**src/rtl/operand_accum_pkg.sv**
```systemverilog
// ============================================================================
// Module      : operand_accum_pkg
// Description : Shared types and helpers for the operand accumulator:
//               FSM state encoding and the accumulator width function.
// Revision    : 1.0 - initial release
// ============================================================================
`default_nettype none

package operand_accum_pkg;

    // Result FSM: gathering beats, or presenting a finished result
    typedef enum logic [0:0] {
        ACCUM = 1'b0,
        HOLD  = 1'b1
    } state_t;

    // Width that holds COUNT per-beat sums of two n-bit operands without wrap
    function automatic int acc_width(input int n, input int count);
        return n + 1 + $clog2(count);
    endfunction

endpackage

`default_nettype wire

```
**src/rtl/operand_accum_stage.sv**
```systemverilog
// ============================================================================
// Module      : operand_accum_stage
// Description : One-entry input stage. Captures an accepted beat as its
//               (N+1)-bit per-beat sum and hands it to the accumulator.
//               Accept and consume may share an edge while accumulating.
// Revision    : 1.0 - initial release
// ============================================================================
`default_nettype none

module operand_accum_stage
    import operand_accum_pkg::*;
#(
    parameter int N = 4
) (
    input  logic         clk,
    input  logic         rst,        // asynchronous, active-low
    input  logic         i_valid,
    input  logic [N-1:0] i_valA,
    input  logic [N-1:0] i_valB,
    input  state_t       i_state,
    output logic         o_ready,
    output logic         o_full,
    output logic [N:0]   o_sum
);

    logic         r_full;
    logic [N:0]   r_sum;
    logic         w_accept;
    logic         w_consume;

    // The accumulator drains the stage every ACCUM edge, so a full stage
    // only blocks new beats while a result is being held
    always_comb begin
        o_ready   = !r_full || (i_state == ACCUM);
        w_accept  = i_valid && o_ready;
        w_consume = r_full && (i_state == ACCUM);
    end

    // Stage valid bit and captured per-beat sum (zero-extended, no truncation)
    always_ff @(posedge clk or negedge rst) begin
        if (!rst) begin
            r_full <= 1'b0;
            r_sum  <= '0;
        end else begin
            if (w_accept) begin
                r_full <= 1'b1;
                r_sum  <= {1'b0, i_valA} + {1'b0, i_valB};
            end else if (w_consume) begin
                r_full <= 1'b0;
            end
        end
    end

    assign o_full = r_full;
    assign o_sum  = r_sum;

endmodule

`default_nettype wire

```
**src/rtl/operand_accum.sv**
```systemverilog
// ============================================================================
// Module      : operand_accum
// Description : Sums COUNT accepted beats of (IN_valA + IN_valB) and presents
//               the total on a valid/ready output. Optional running maximum
//               of the per-beat sums when OPERAND_ACCUM_MAX_EN is defined.
// Revision    : 1.0 - initial release
// ============================================================================
`default_nettype none

module operand_accum
    import operand_accum_pkg::*;
#(
    parameter  int N     = 4,
    parameter  int COUNT = 4,
    localparam int ACC_W = acc_width(N, COUNT)
) (
    input  logic             clk,
    input  logic             rst,        // asynchronous, active-low
    input  logic             IN_valid,
    output logic             IN_ready,
    input  logic [N-1:0]     IN_valA,
    input  logic [N-1:0]     IN_valB,
    output logic             OUT_valid,
    input  logic             OUT_ready,
    output logic [ACC_W-1:0] OUT_sum
`ifdef OPERAND_ACCUM_MAX_EN
    ,
    output logic [N:0]       OUT_max
`endif
);

    localparam int CNT_W = $clog2(COUNT + 1);

    state_t             r_state;
    state_t             w_state_nxt;
    logic [ACC_W-1:0]   r_acc;
    logic [CNT_W-1:0]   r_cnt;
    logic               w_stage_full;
    logic [N:0]         w_beat_sum;
    logic               w_consume;
    logic               w_last;
    logic               w_release;

    operand_accum_stage #(
        .N (N)
    ) u_stage (
        .clk     (clk),
        .rst     (rst),
        .i_valid (IN_valid),
        .i_valA  (IN_valA),
        .i_valB  (IN_valB),
        .i_state (r_state),
        .o_ready (IN_ready),
        .o_full  (w_stage_full),
        .o_sum   (w_beat_sum)
    );

    // Consume the staged beat in ACCUM; the final one moves us to HOLD
    always_comb begin
        w_consume = w_stage_full && (r_state == ACCUM);
        w_last    = (r_cnt == CNT_W'(COUNT - 1));
        w_release = (r_state == HOLD) && OUT_ready;
    end

    // FSM state register
    always_ff @(posedge clk or negedge rst) begin
        if (!rst) begin
            r_state <= ACCUM;
        end else begin
            r_state <= w_state_nxt;
        end
    end

    // Next-state and result handshake
    always_comb begin
        w_state_nxt = r_state;
        OUT_valid   = 1'b0;
        case (r_state)
            ACCUM: begin
                if (w_consume && w_last) begin
                    w_state_nxt = HOLD;
                end
            end
            HOLD: begin
                OUT_valid = 1'b1;
                if (OUT_ready) begin
                    w_state_nxt = ACCUM;
                end
            end
            default: begin
                w_state_nxt = ACCUM;
            end
        endcase
    end

    // Accumulator and beat counter; cleared when the result is taken
    always_ff @(posedge clk or negedge rst) begin
        if (!rst) begin
            r_acc <= '0;
            r_cnt <= '0;
        end else if (w_release) begin
            r_acc <= '0;
            r_cnt <= '0;
        end else if (w_consume) begin
            r_acc <= r_acc + {{(ACC_W - N - 1){1'b0}}, w_beat_sum};
            r_cnt <= r_cnt + 1'b1;
        end
    end

    assign OUT_sum = r_acc;

`ifdef OPERAND_ACCUM_MAX_EN
    logic [N:0] r_max;

    // Running maximum of per-beat sums, updated alongside the accumulator
    always_ff @(posedge clk or negedge rst) begin
        if (!rst) begin
            r_max <= '0;
        end else if (w_release) begin
            r_max <= '0;
        end else if (w_consume && (w_beat_sum > r_max)) begin
            r_max <= w_beat_sum;
        end
    end

    assign OUT_max = r_max;
`endif

endmodule

`default_nettype wire

```
**config.mk**
```make
export PLATFORM = sky130hd
export DESIGN_NAME = operand_accum
export DESIGN_NICKNAME = d
export VERILOG_FILES = /design/src/rtl/operand_accum_pkg.sv /design/src/rtl/operand_accum_stage.sv /design/src/rtl/operand_accum.sv
export SDC_FILE = /design/constraint.sdc
export NUM_CORES = 1
export LEC_CHECK = 0
export BUFFER_PORTS_ARGS = -buffer_cell sky130_fd_sc_hd__buf_2
export CAP_MARGIN = 30
export CELL_PAD_IN_SITES_DETAIL_PLACEMENT = 0
export CELL_PAD_IN_SITES_GLOBAL_PLACEMENT = 1
export CORE_MARGIN = 4
export CORE_UTILIZATION = 43
export DETAILED_ROUTE_END_ITERATION = 10
export GPL_TIMING_DRIVEN = 0
export PLACE_DENSITY = 0.93
export SYNTH_ARGS = -nofsm -noshare
export SYNTH_HDL_FRONTEND = slang
export SYNTH_SLANG_ARGS = --single-unit
```
**constraint.sdc**
```tcl
create_clock -name clk -period 2.93 [get_ports clk]
set_input_delay 0.4395 -clock clk [delete_from_list [all_inputs] [get_ports clk]]
set_output_delay 0.4395 -clock clk [all_outputs]
set_load 0.02 [all_outputs]
```
==> results.py <==
metrics = {
    "clocking": {
        "clkLatencyLatePin_ns": 0.29,
        "clk_path_buf_depth": 2,
        "cts_sinks": 17,
        "cts_tree": "done",
        "root_buffer": "clkbuf_4",
        "cts_made_buffers": 3,
        "postCtsHoldBufs": 0,
        "clk_pin_slew_ns": 0.10,
        "cts_setup_buffers": 0,
        "htreeDepth": 1,
        "cts_resized": 0,
    },
    "global_routing": {
        "grt_max_degree": 18,
        "grt.overflow.total": 0,
        "antenna_found_initial": 0,
        "grt_pass1_wl_mm": 3.26,
        "grt_use_total_pct": 13.1,
        "grt_pass1_vias": 759,
    },
    "layout": {
        "fill_cells": 180,
        "final_common_cell": "buf_2",
        "antenna_cells": 0,
        "finalNetCount": 146,
        "design_area_um2": 1130,
        "area_delta_synth_final_pct": 16.6,
        "instances_no_fill": 147,
        "layout_common_cells": "buf_2, dfrtp_1, nand2_1, ha_1",
        "drive_gt1_share_pct": 23.3,
    },
    "drt": {
        "vias": 758,
        "post_drt_wl_per_cell_um": 12.1,
        "dr.first_iter.drc_count": 6,
        "first_pass_iters": 4,
        "wl_mm": 1.77,
        "drtAntennaViolNets": 0,
        "vias_per_cell": 5.16,
        "drcViolationCount": 0,
    },
    "die": {
        "initial_core_util_pct": 47.2,
        "core_area_um2": 2060,
        "dieArea_um2": 3090,
        "die_y_um": 55.6,
        "num_rows": 16,
        "boundaryPins": 21,
        "die_width_um": 55.6,
    },
    "outcome": {
        "status": "complete, no violations",
    },
    "worst_setup_path": {
        "crit_buf_inv": 1,
        "crit_type": "reg2reg",
        "critical_path_arrival_ns": 1.94,
        "max_stage_delay_ns": 0.39,
        "cp_num_cells": 7,
        "slowest_stage": "dfrtp_1",
        "reg2reg_depth": 7,
        "critical-path-top-delay-family": "adder cells",
        "critical_path.endpoint_type": "register",
        "cp_data_required_time_ns": 3.12,
        "worstPathMaxFanout": 3,
        "path_cells": "ha_1 -> inv_1 -> fa_1 -> nand2b_1 -> a21oi_1 -> o211ai_1 -> mux2i_1",
        "critPathLaunchType": "register",
    },
    "timing": {
        "report.final.slew_viol_count": 0,
        "finalCriticalPeriod_ns": 1.75,
        "tns_ns": 0,
        "finClkSkew_ns": 0.00462,
        "max_slew.worst_pin.slew_ns": 0.417,
        "period_share_pct": 59.8,
        "max_freq_ghz": 0.570,
        "setup_viol": 0,
        "maxSlewHeadroom_pct": 72.2,
        "rsz0062_at_grt": "no",
        "hold_viol": 0,
        "timing.final.ws_setup_ns": 1.18,
    },
    "place": {
        "detailed_place.area_um2": 1110,
        "place_ws_ns": 1.18,
        "gp_congestion": 0.771,
        "io_buffers": 20,
        "placed_cells": 143,
        "place_hpwl_mm": 1.43,
    },
    "logic_synthesis": {
        "ys_ff_latch": 17,
        "avgSynthCellArea_um2": 10.1,
        "yosysUniqueCellTypes": 23,
        "yosys_warnings": 0,
        "yosysSeqAreaShare_pct": 43.7,
        "synth.net_count": 121,
        "netlist_area_um2": 973,
        "synthCells": 96,
    },
    "power_and_ir_drop": {
        "p_leak_nw": 0.588,
        "peakVddDrop_mv": 0.531,
        "total_power_mw": 1.07,
        "power_density_nw_per_um2": 946,
    },
    "worst_hold_path": {
        "worst_hold_path_type": "in2async",
    },
    "flow_run": {
        "drv_cap": 0,
    },
}
[worst register-to-register path: stages, from the launching register on]
cell and delay (ns):
dfrtp_1 0.39, ha_1 0.18, inv_1 0.05, fa_1 0.37
nand2b_1 0.19, a21oi_1 0.20, o211ai_1 0.12, mux2i_1 0.14
[Yosys cell counts (all sizes together)]
cell / n / share of area, %
o21ai: 9 / 4.6
xnor2: 1 / 0.90
a22o: 2 / 1.8
a21oi: 6 / 3.5
a32o: 1 / 1.0
o211ai: 1 / 0.77
mux2i: 3 / 3.1
a211oi: 1 / 0.77
a21o: 2 / 1.5
inv: 8 / 3.1
ha: 11 / 14
nor2b: 1 / 0.90
dfrtp: 17 / 44
nand2: 17 / 7.1
nand2b: 4 / 2.6
xor2: 2 / 1.8
fa: 2 / 4.1
o31ai: 2 / 1.5
mux2: 1 / 1.2
nor2: 5 / 1.9
[path summary, 6_finish.rpt]
path	startpoint	end	slack (ns)
min reg2reg	OUT_sum[6]	OUT_sum[6]	0.48
min in group clk	IN_valid	u_stage.o_full	0.35
max	OUT_sum[0]	OUT_sum[6]	1.18
max reg2reg	OUT_sum[0]	OUT_sum[6]	1.18
max in group asynchronous	rst	u_stage.o_sum[0]	2.61
min	rst	OUT_sum[5]	0.04
[kinds of logic (layout without fill, tap and decap cells)]
logic type / Yosys count / after routing / share of synthesized area (%)
muxes: 4 / 4 / 4.24
DFF: 17 / 17 / 43.7
adders and majority gates: 13 / 13 / 18.3
AOI/OAI and AO/OA: 24 / 24 / 15.6
buffers and inverters: 8 / 32 / 3.08
and+or+nand+nor: 27 / 27 / 12.5
xor gates and xnor gates: 3 / 3 / 2.70
[layout make-up]
cell class	count	area [um^2]	area share, %
Timing Repair Buffer	20	100	8.82
Clock buffer	3	22.5	1.98
Clock inverter	1	5.00	0.441
Sequential cell	17	425	37.5
Tap cell	27	33.8	2.98
Multi-Input combinational cell	71	518	45.6
Inverter	8	30.0	2.65
[flip-flops by register name, summed over array words and instances, names as in the netlist]
register        count
u_stage.o_full      1
r_state             1
r_cnt               3
u_stage.o_sum       5
OUT_sum             7
[report_power, final]
| part | switching (mW) | internal [mW] | leakage, nW |
|---|---|---|---|
| clock network | 0.0771 | 0.0508 | 0.0177 |
| registers | 0.0756 | 0.329 | 0.209 |
| logic | 0.311 | 0.230 | 0.361 |
[routing by layer]
metal | vias up | part of all wire [%] | GRT usage (%)
met3 | 5 | 3.9 | 3.71
met2 | 12 | 50 | 22.6
met1 | 359 | 44 | 15.2
li1 | 382 | - | -
met4 | 0 | 1.9 | 5.21
met5 | - | 0 | 0
[stage by stage]
stage               hold WS [ns]  utilization (%)
global route              0.0591             55.0
finish                    0.0420             55.0
detailed placement         0.386             53.7
floorplan                  0.144                -
CTS                       0.0573             55.0
global placement           0.377             53.7
Note: power is estimated with default switching activity, not from simulation.
